## src/rtl/song_sequencer_if.sv

```systemverilog
// song_sequencer_if: ROM read port and correct-note producer bundle
// master (sequencer): drives rom_addr, correct_note, note_start, note_active, note_index; reads rom_data
// slave  (ROM / score updater): reads the note side, returns rom_data {note[15:12], duration[11:0]}
interface song_sequencer_if #(parameter int ADDR_W = 8);
  logic [ADDR_W-1:0] rom_addr;
  logic [15:0]       rom_data;
  logic [3:0]        correct_note;
  logic              note_start;
  logic              note_active;
  logic [ADDR_W-1:0] note_index;
  modport master (output rom_addr, correct_note, note_start, note_active, note_index, input rom_data);
  modport slave  (input rom_addr, correct_note, note_start, note_active, note_index, output rom_data);
endinterface

```

## src/rtl/song_sequencer.sv

```systemverilog
// song_sequencer: plays {note, duration} entries from a 1-cycle-latency song ROM, paced by tempo ticks
// clk, reset_n (async, active-low); start pulse, pause level, tick tempo enable
// bus: ROM address/data plus correct_note, note_start, note_active, note_index
// busy: song in progress; song_done: level until the next start
module song_sequencer #(
  parameter int ADDR_W    = 8,
  parameter int GAP_TICKS = 2
) (
  input  logic               clk,
  input  logic               reset_n,
  input  logic               start,
  input  logic               pause,
  input  logic               tick,
  song_sequencer_if.master   bus,
  output logic               busy,
  output logic               song_done
);
  localparam int GW = GAP_TICKS > 0 ? $clog2(GAP_TICKS + 1) : 1;
  typedef enum logic [2:0] {IDLE, FETCH, WAIT, PLAY, GAP, DONE} state_t;
  state_t            state, nxt;
  logic [ADDR_W-1:0] addr, nxt_addr, idx, nxt_idx;
  logic [11:0]       dur, nxt_dur;
  logic [GW-1:0]     gap, nxt_gap;
  logic [3:0]        note, nxt_note;
  logic              ns, nxt_ns;
  logic [3:0]        rom_note;
  logic [11:0]       rom_dur;
  logic              step, last;
  assign rom_note = bus.rom_data[15:12];
  assign rom_dur  = bus.rom_data[11:0];
  assign step     = tick && !pause;
  assign last     = addr == '1;
  always_ff @(posedge clk or negedge reset_n) begin
    if (!reset_n) begin
      state <= IDLE;
      addr  <= '0;
      idx   <= '0;
      dur   <= '0;
      gap   <= '0;
      note  <= '0;
      ns    <= 1'b0;
    end else begin
      state <= nxt;
      addr  <= nxt_addr;
      idx   <= nxt_idx;
      dur   <= nxt_dur;
      gap   <= nxt_gap;
      note  <= nxt_note;
      ns    <= nxt_ns;
    end
  end
  // The end of a note (or of its gap) advances to the next entry; the last
  // address finishes the song instead of wrapping.
  always_comb begin
    nxt      = state;
    nxt_addr = addr;
    nxt_idx  = idx;
    nxt_dur  = dur;
    nxt_gap  = gap;
    nxt_note = note;
    nxt_ns   = 1'b0;
    unique case (state)
      IDLE, DONE: if (start) begin
        nxt      = FETCH;
        nxt_addr = '0;
      end
      FETCH: nxt = WAIT;
      WAIT: if (rom_dur == 12'd0) nxt = DONE;
      else begin
        nxt      = PLAY;
        nxt_dur  = rom_dur;
        nxt_idx  = addr;
        nxt_note = (rom_note == 4'd6 || rom_note > 4'd13) ? 4'd0 : rom_note;
        nxt_ns   = 1'b1;
      end
      PLAY: if (step) begin
        nxt_dur = dur - 12'd1;
        if (dur == 12'd1) begin
          nxt_note = 4'd0;
          if (GAP_TICKS > 0) begin
            nxt     = GAP;
            nxt_gap = GW'(GAP_TICKS);
          end else begin
            nxt      = last ? DONE : FETCH;
            nxt_addr = last ? addr : addr + 1'b1;
          end
        end
      end
      GAP: if (step) begin
        nxt_gap = gap - GW'(1);
        if (gap == GW'(1)) begin
          nxt      = last ? DONE : FETCH;
          nxt_addr = last ? addr : addr + 1'b1;
        end
      end
      default: nxt = IDLE;
    endcase
  end
  assign bus.rom_addr     = addr;
  assign bus.correct_note = note;
  assign bus.note_start   = ns;
  assign bus.note_active  = state == PLAY;
  assign bus.note_index   = idx;
  assign busy             = state == FETCH || state == WAIT || state == PLAY || state == GAP;
  assign song_done        = state == DONE;
endmodule

```

## src/flat_wrapper.sv

```systemverilog
// flat-port wrapper written by rule: the top's interface ports become plain ports
module song_sequencer_flat 
#(
  parameter int ADDR_W    = 8,
  parameter int GAP_TICKS = 2
)
  (clk, reset_n, start, pause, tick, busy, song_done, bus_rom_addr, bus_correct_note, bus_note_start, bus_note_active, bus_note_index, bus_rom_data);
  song_sequencer_if #(.ADDR_W(ADDR_W)) bus_i ();
  input  logic clk;
  input  logic reset_n;
  input  logic start;
  input  logic pause;
  input  logic tick;
  output logic busy;
  output logic song_done;
  output wire logic [$bits(bus_i.rom_addr)-1:0] bus_rom_addr;
  output wire logic [$bits(bus_i.correct_note)-1:0] bus_correct_note;
  output wire logic [$bits(bus_i.note_start)-1:0] bus_note_start;
  output wire logic [$bits(bus_i.note_active)-1:0] bus_note_active;
  output wire logic [$bits(bus_i.note_index)-1:0] bus_note_index;
  input wire logic [$bits(bus_i.rom_data)-1:0] bus_rom_data;
  assign bus_rom_addr = bus_i.rom_addr;
  assign bus_correct_note = bus_i.correct_note;
  assign bus_note_start = bus_i.note_start;
  assign bus_note_active = bus_i.note_active;
  assign bus_note_index = bus_i.note_index;
  assign bus_i.rom_data = bus_rom_data;
  song_sequencer #(.ADDR_W(ADDR_W), .GAP_TICKS(GAP_TICKS)) u_core (.clk(clk), .reset_n(reset_n), .start(start), .pause(pause), .tick(tick), .bus(bus_i), .busy(busy), .song_done(song_done));
endmodule
```

## config.mk

```make
export PLATFORM = sky130hd
export DESIGN_NAME = song_sequencer_flat
export DESIGN_NICKNAME = d
export VERILOG_FILES = /design/src/rtl/song_sequencer_if.sv /design/src/rtl/song_sequencer.sv /design/src/flat_wrapper.sv
export SDC_FILE = /design/constraint.sdc
export NUM_CORES = 1
export LEC_CHECK = 0
export ABC_AREA = 1
export CORE_ASPECT_RATIO = 0.8
export CORE_UTILIZATION = 35
export DETAILED_ROUTE_END_ITERATION = 10
export PLACE_DENSITY = 0.55
export SYNTH_ARGS = -nofsm -noshare
export SYNTH_HDL_FRONTEND = slang
export SYNTH_SLANG_ARGS = --single-unit
```

## constraint.sdc

```tcl
create_clock -name clk -period 2.5 [get_ports clk]
set_clock_uncertainty 0.05 [all_clocks]
set_input_delay 0.625 -clock clk [delete_from_list [all_inputs] [get_ports clk]]
set_output_delay 0.625 -clock clk [all_outputs]
set_load 0.01 [all_outputs]
```

==> impl_metrics.toml, run 1 <==
[status]
outcome = "completed"

[floorplan]
core_area_um2 = 6100
die_y_um = 74.35
die_area_um2 = 6872
die_w_um = 92.43
num_rows = 25
ioPinCount = 45
initial_core_util = 0.3754

[timing]
timing.setup.tns_ps = 0
rsz0062_at_grt = "false"
period_share = 0.9588
final_hold_viol_count = 0
tightest_slew_ps = 585.1
finalMaxSlewViolations = 0
setup-violations-final = 0
min_period_ps = 2397
slew_headroom = 0.6099
max_freq_ghz = 0.4172

[global_routing]
grt_pass1_wl_um = 9273
antenna_found_initial = 0
grt_max_degree = 25
grt.total_usage = 0.1737
grt_pass1_vias = 1902
gr-total-overflow = 0

[critical_path]
crit_arrival_ps = 1720
crit_path_end_kind = "output port"
reg2reg_to = "u_core.dur[5]$_DFFE_PN0P_"
cp_max_fo = 5
rr_worst_depth = 9
startpoint_type = "flop"
r2r_setup_slack_ps = 750
required_ps = 1820
crit_type = "flop to output port"
r2r_start = "u_core.state[2]$_DFFE_PN0P_"
cp-startpoint = "u_core.state[1]$_DFFE_PN0P_"

[synth]
synth_cell_type_count = 30
ys_ff_latch = 38
mappedNetlistArea_um2 = 2290
syn-num-nets = 344
synth_cells = 319
syn_avg_cell_area_um2 = 7.178
ys_seq_area_frac = 0.4153
ys_warn_count = 0

[power_and_ir_drop]
switchingPower_mw = 1.324
pwr-share-seq = 0.327
pwr-share-comb = 0.494
switching_share = 0.4407
ir_drop_mv = 0.5196
clkPwrFrac = 0.179
p_per_area_nw_per_um2 = 1023
leakagePower_nw = 1.397
internal_power_mw = 1.681

[clock_network]
cts_hold_buf = 0
cts-root-buf = "clkbuf_8"
clock_latency_ps = 290
clk_pin_slew_ps = 80
clk_path_buf_depth = 2
cts_tree = "done"
htreeDepth = 2
cts_sinks = 38
numCtsBuffers = 5

[route]
vias = 2112
drc = 0
ant_nets = 0
viasPerCell = 4.673
wire_per_inst_um = 12.17
drtIter0Drc = 89
routed_wl_um = 5500
firstDrtPassIters = 4

[cells_and_area]
area_delta_synth_final_pct = 28.36
nets = 395
antennaDiodeCount = 0
final_layout_size_suffix_gt1_frac = 0.1213
finalCoreUtilization = 0.4818
stdcell_area_um2 = 2939

[place]
numPortBuffers = 44
place_congestion = 0.8614
placed_cell_area_um2 = 2800
dp_hpwl_um = 4099

[worst_hold_path]
holdCritPathClass = "input port to async pin"

[flow_run]
cap_violations = 0
## per-layer routing
layer | global-route usage | up-vias | share of wire
li1 | - | 1112 | -
met1 | 0.2626 | 954 | 0.54
met2 | 0.2494 | 41 | 0.40
met3 | 0.03476 | 5 | 0.052
met4 | 0.05208 | 0 | 0.0095
met5 | 0 | - | 0
## worst max path at each step
stage | to | slack [ps]
finish | busy | 100
global route | busy | 6
CTS | busy | 7
detailed placement | busy | 280
global placement | busy | 270
floorplan | bus_note_active | 860
## Yosys cell counts (all sizes together)
cell type  count  area (um2)
nand4          2       12.51
o2111ai        1       8.760
xor2           3       26.28
o21ai         31       162.7
dfrtp         38       950.9
nand2        122       480.5
a31oi          1       6.260
nand3         31       160.1
inv           27       101.4
or2            5       31.28
nand3b         2       15.01
a21oi          2       10.01
nor3           2       15.01
nor2          37       172.7
ha             4       50.05
clkbuf         1       3.750
buf           10       82.57
## registers in the layout (all words and copies together), names as in the netlist
name / cells
u_core.dur: 12
u_core.gap: 2
u_core.state: 3
u_core.bus.note_index: 8
u_core.bus.note_start: 1
u_core.bus.rom_addr: 8
u_core.bus.correct_note: 4
## logic make-up after synthesis
group / Yosys count / synth area share
buffers and inverters: 38 / 0.08196
adders and majority gates: 4 / 0.02186
AOI/OAI and AO/OA: 35 / 0.08197
and+or+nand+nor: 201 / 0.3874
xor gates and xnor gates: 3 / 0.01148
DFF: 38 / 0.4153
## per-stage QoR
step           setup slack [ps]  power (mW)  hold WS, ps  cells
6_report                  102.9       3.005        278.2    452
5_1_grt                   5.901       3.278        322.2    452
4_1_cts                   6.521       3.033        299.8    450
3_5_place_dp              281.9       2.466        410.6    441
3_3_place_gp              274.8       2.464        405.0    441
2_1_floorplan             861.3       2.048        279.4    319
## cell type report
| cell class | instances | area [um2] |
|---|---|---|
| Timing Repair Buffer | 55 | 518.0 |
| Inverter | 27 | 101.3 |
| Clock inverter | 3 | 45.04 |
| Multi-Input combinational cell | 243 | 1151 |
| Sequential cell | 38 | 953.4 |
| Fill cell | 639 | 3161 |
| Clock buffer | 5 | 68.82 |
| Tap cell | 81 | 101.3 |
## repair_timing
action | CTS | global route
resized for setup | 1 | 1
setup buffers | 1 | 2
pin swaps | 0 | 1
setup endpoints to repair | 1 | 1
## power groups by stage
stage               Combinational, mW  Clock (mW)  Sequential (mW)
floorplan                        1.10           0            0.950
global placement                 1.47           0            0.998
detailed placement               1.47           0            0.997
CTS                              1.50       0.555            0.983
global route                     1.69       0.577             1.01
finish                           1.49       0.537            0.984
## layout by cell type, fill, tap and decap left out, types with 4 or more instances in the layout
| cell | n |
|---|---|
| inv_2 | 7 |
| inv_1 | 20 |
| clkbuf_8 | 5 |
| nor2_1 | 31 |
| or2_1 | 4 |
| o21ai_1 | 20 |
| o21ai_0 | 9 |
| nand2_1 | 117 |
| dfrtp_1 | 36 |
| ha_1 | 4 |
| nand3_1 | 30 |
| buf_4 | 11 |
| clkdlybuf4s50_1 | 43 |
| nor2_2 | 4 |
## worst max-delay path, cell delays in order (launching register included)
cell and delay, ps:
dfrtp_1 410, inv_2 120, nand2_4 80, nor2_8 120, inv_1 90, nand2_1 70, clkdlybuf4s50_1 530
(Power assumes the default switching activity.)
==> run 2: changes to the inputs <==
Settings changed: REMOVE_ABC_BUFFERS set to 1.
==> impl_metrics.toml, run 2 (synthesis gave the netlist of run 1 again) <==
[global_routing]
grt_pass1_wl_um = 9480
gr-total-overflow = 0
grt_pass1_vias = 2052
grt_max_degree = 23
grt.total_usage = 0.1768
antenna_found_initial = 0

[timing]
setup-violations-final = 0
timing.setup.tns_ps = 0
finalMaxSlewViolations = 0
holdWs_ps = 260.5
slew_headroom = 0.6474
max_freq_ghz = 0.4249
rsz0062_at_grt = "false"
period_share = 0.9414
tightest_slew_ps = 528.9
min_period_ps = 2354
final_hold_viol_count = 0

[clock_network]
clk_path_buf_depth = 2
cts_sinks = 38
numCtsBuffers = 5
cts_hold_buf = 0
clk_pin_slew_ps = 80
htreeDepth = 2
cts_tree = "done"
cts-root-buf = "clkbuf_8"
clock_latency_ps = 290

[status]
outcome = "completed"

[route]
viasPerCell = 4.742
routed_wl_um = 5501
wire_per_inst_um = 12.22
ant_nets = 0
drtIter0Drc = 90
drc = 0
vias = 2134
firstDrtPassIters = 4

[cells_and_area]
regMostFlops = "u_core.dur"
mostFrequentLayoutCells = "nand2_1 (117), clkdlybuf4s50_1 (43), dfrtp_1 (37)"
largest_reg_flops = 12
final_layout_size_suffix_gt1_frac = 0.1138
layout.cells.non_filler = 450
multi_input_area_um2 = 1151
antennaDiodeCount = 0
area_delta_synth_final_pct = 27.92
stdcell_area_um2 = 2929
seq_area_um2 = 952.2
fill_cells = 625
final_common_cell = "nand2_1"
nets = 394

[flow_run]
cap_violations = 0

[place]
placed_cells = 441
dp_hpwl_um = 3974
placed_cell_area_um2 = 2800
place_congestion = 0.7892
numPortBuffers = 44

[critical_path]
crit_type = "flop to output port"
cp_max_fo = 5
startpoint_type = "flop"
crit_chain = "inv_2 > nand2_4 > nor2_8 > inv_1 > nand2_1 > clkdlybuf4s50_1"
crit_arrival_ps = 1680
max_stage_delay_ps = 520
critPathTopFamily = "buffers and inverters"
crit_path_end_kind = "output port"
cp_num_buf_inv = 3
slowest_stage = "clkdlybuf4s50_1"
required_ps = 1820

[floorplan]
die_y_um = 74.35
num_rows = 25
die_w_um = 92.43
core_area_um2 = 6100
initial_core_util = 0.3754
die_area_um2 = 6872
ioPinCount = 45

[power_and_ir_drop]
ir_drop_mv = 0.3163
p_per_area_nw_per_um2 = 1024
leakagePower_nw = 1.401

[worst_hold_path]
holdCritPathClass = "input port to async pin"
==> run 2: cell count changes in the layout (fill, tap and decap cells not counted) <==
cell / before / now
clkinvlp_4: 2 / 0
buf_4: 11 / 10
dfrtp_2: 2 / 1
dfrtp_1: 36 / 37
clkbuf_8: 5 / 6
==> run 2: report_power, final <==
group | leakage, nW | internal (mW) | switching, mW
logic | 0.849 | 0.579 | 0.912
clock network | 0.0573 | 0.319 | 0.216
registers | 0.495 | 0.805 | 0.169
total | 1.40 | 1.70 | 1.30
==> run 2: cell type report <==
type,count,area share
clock buffers,6,0.02819
well taps,81,0.03460
repair buffers,54,0.1743
inverters,27,0.03460
multi-input cells,243,0.3930
clock inverters,1,0.01025
flip-flops and latches,38,0.3251
==> run 2: repair_timing <==
action,CTS,global route
setup buffers,1,1
setup endpoints to repair,1,2
pin swaps,0,1
gates resized for setup,0,1
==> run 2: final timing paths <==
path,start,end,slack (ps),cells past startpoint
min,reset_n,u_core.dur[5]$_DFFE_PN0P_,260,1
max,u_core.state[1]$_DFFE_PN0P_,busy,150,6
max in group asynchronous,reset_n,u_core.bus.note_index[3]$_DFFE_PN0P_,1590,2
min in group clk,u_core.bus.correct_note[3]$_DFFE_PN0P_,u_core.bus.correct_note[3]$_DFFE_PN0P_,430,2
min reg2reg,u_core.bus.correct_note[3]$_DFFE_PN0P_,u_core.bus.correct_note[3]$_DFFE_PN0P_,430,2
max reg2reg,u_core.state[2]$_DFFE_PN0P_,u_core.dur[9]$_DFFE_PN0P_,620,11
==> run 2: metrics by stage <==
step | setup slack (ps) | utilization | power [mW]
6_report | 146.4 | 0.4802 | 3.000
5_1_grt | 42.50 | 0.4802 | 3.295
4_1_cts | 9.700 | 0.4788 | 3.030
3_5_place_dp | 249.5 | 0.4591 | 2.463
3_3_place_gp | 304.1 | 0.4591 | 2.458
2_1_floorplan | 340.1 | - | 1.913
==> run 2: metal layers <==
metal | GRT usage | share of wire | routed length, um
met1 | 0.2368 | 0.51 | 2785
met2 | 0.2988 | 0.43 | 2384
met3 | 0.04703 | 0.054 | 298
met4 | 0.02083 | 0.0056 | 31
met5 | 0 | 0 | 0
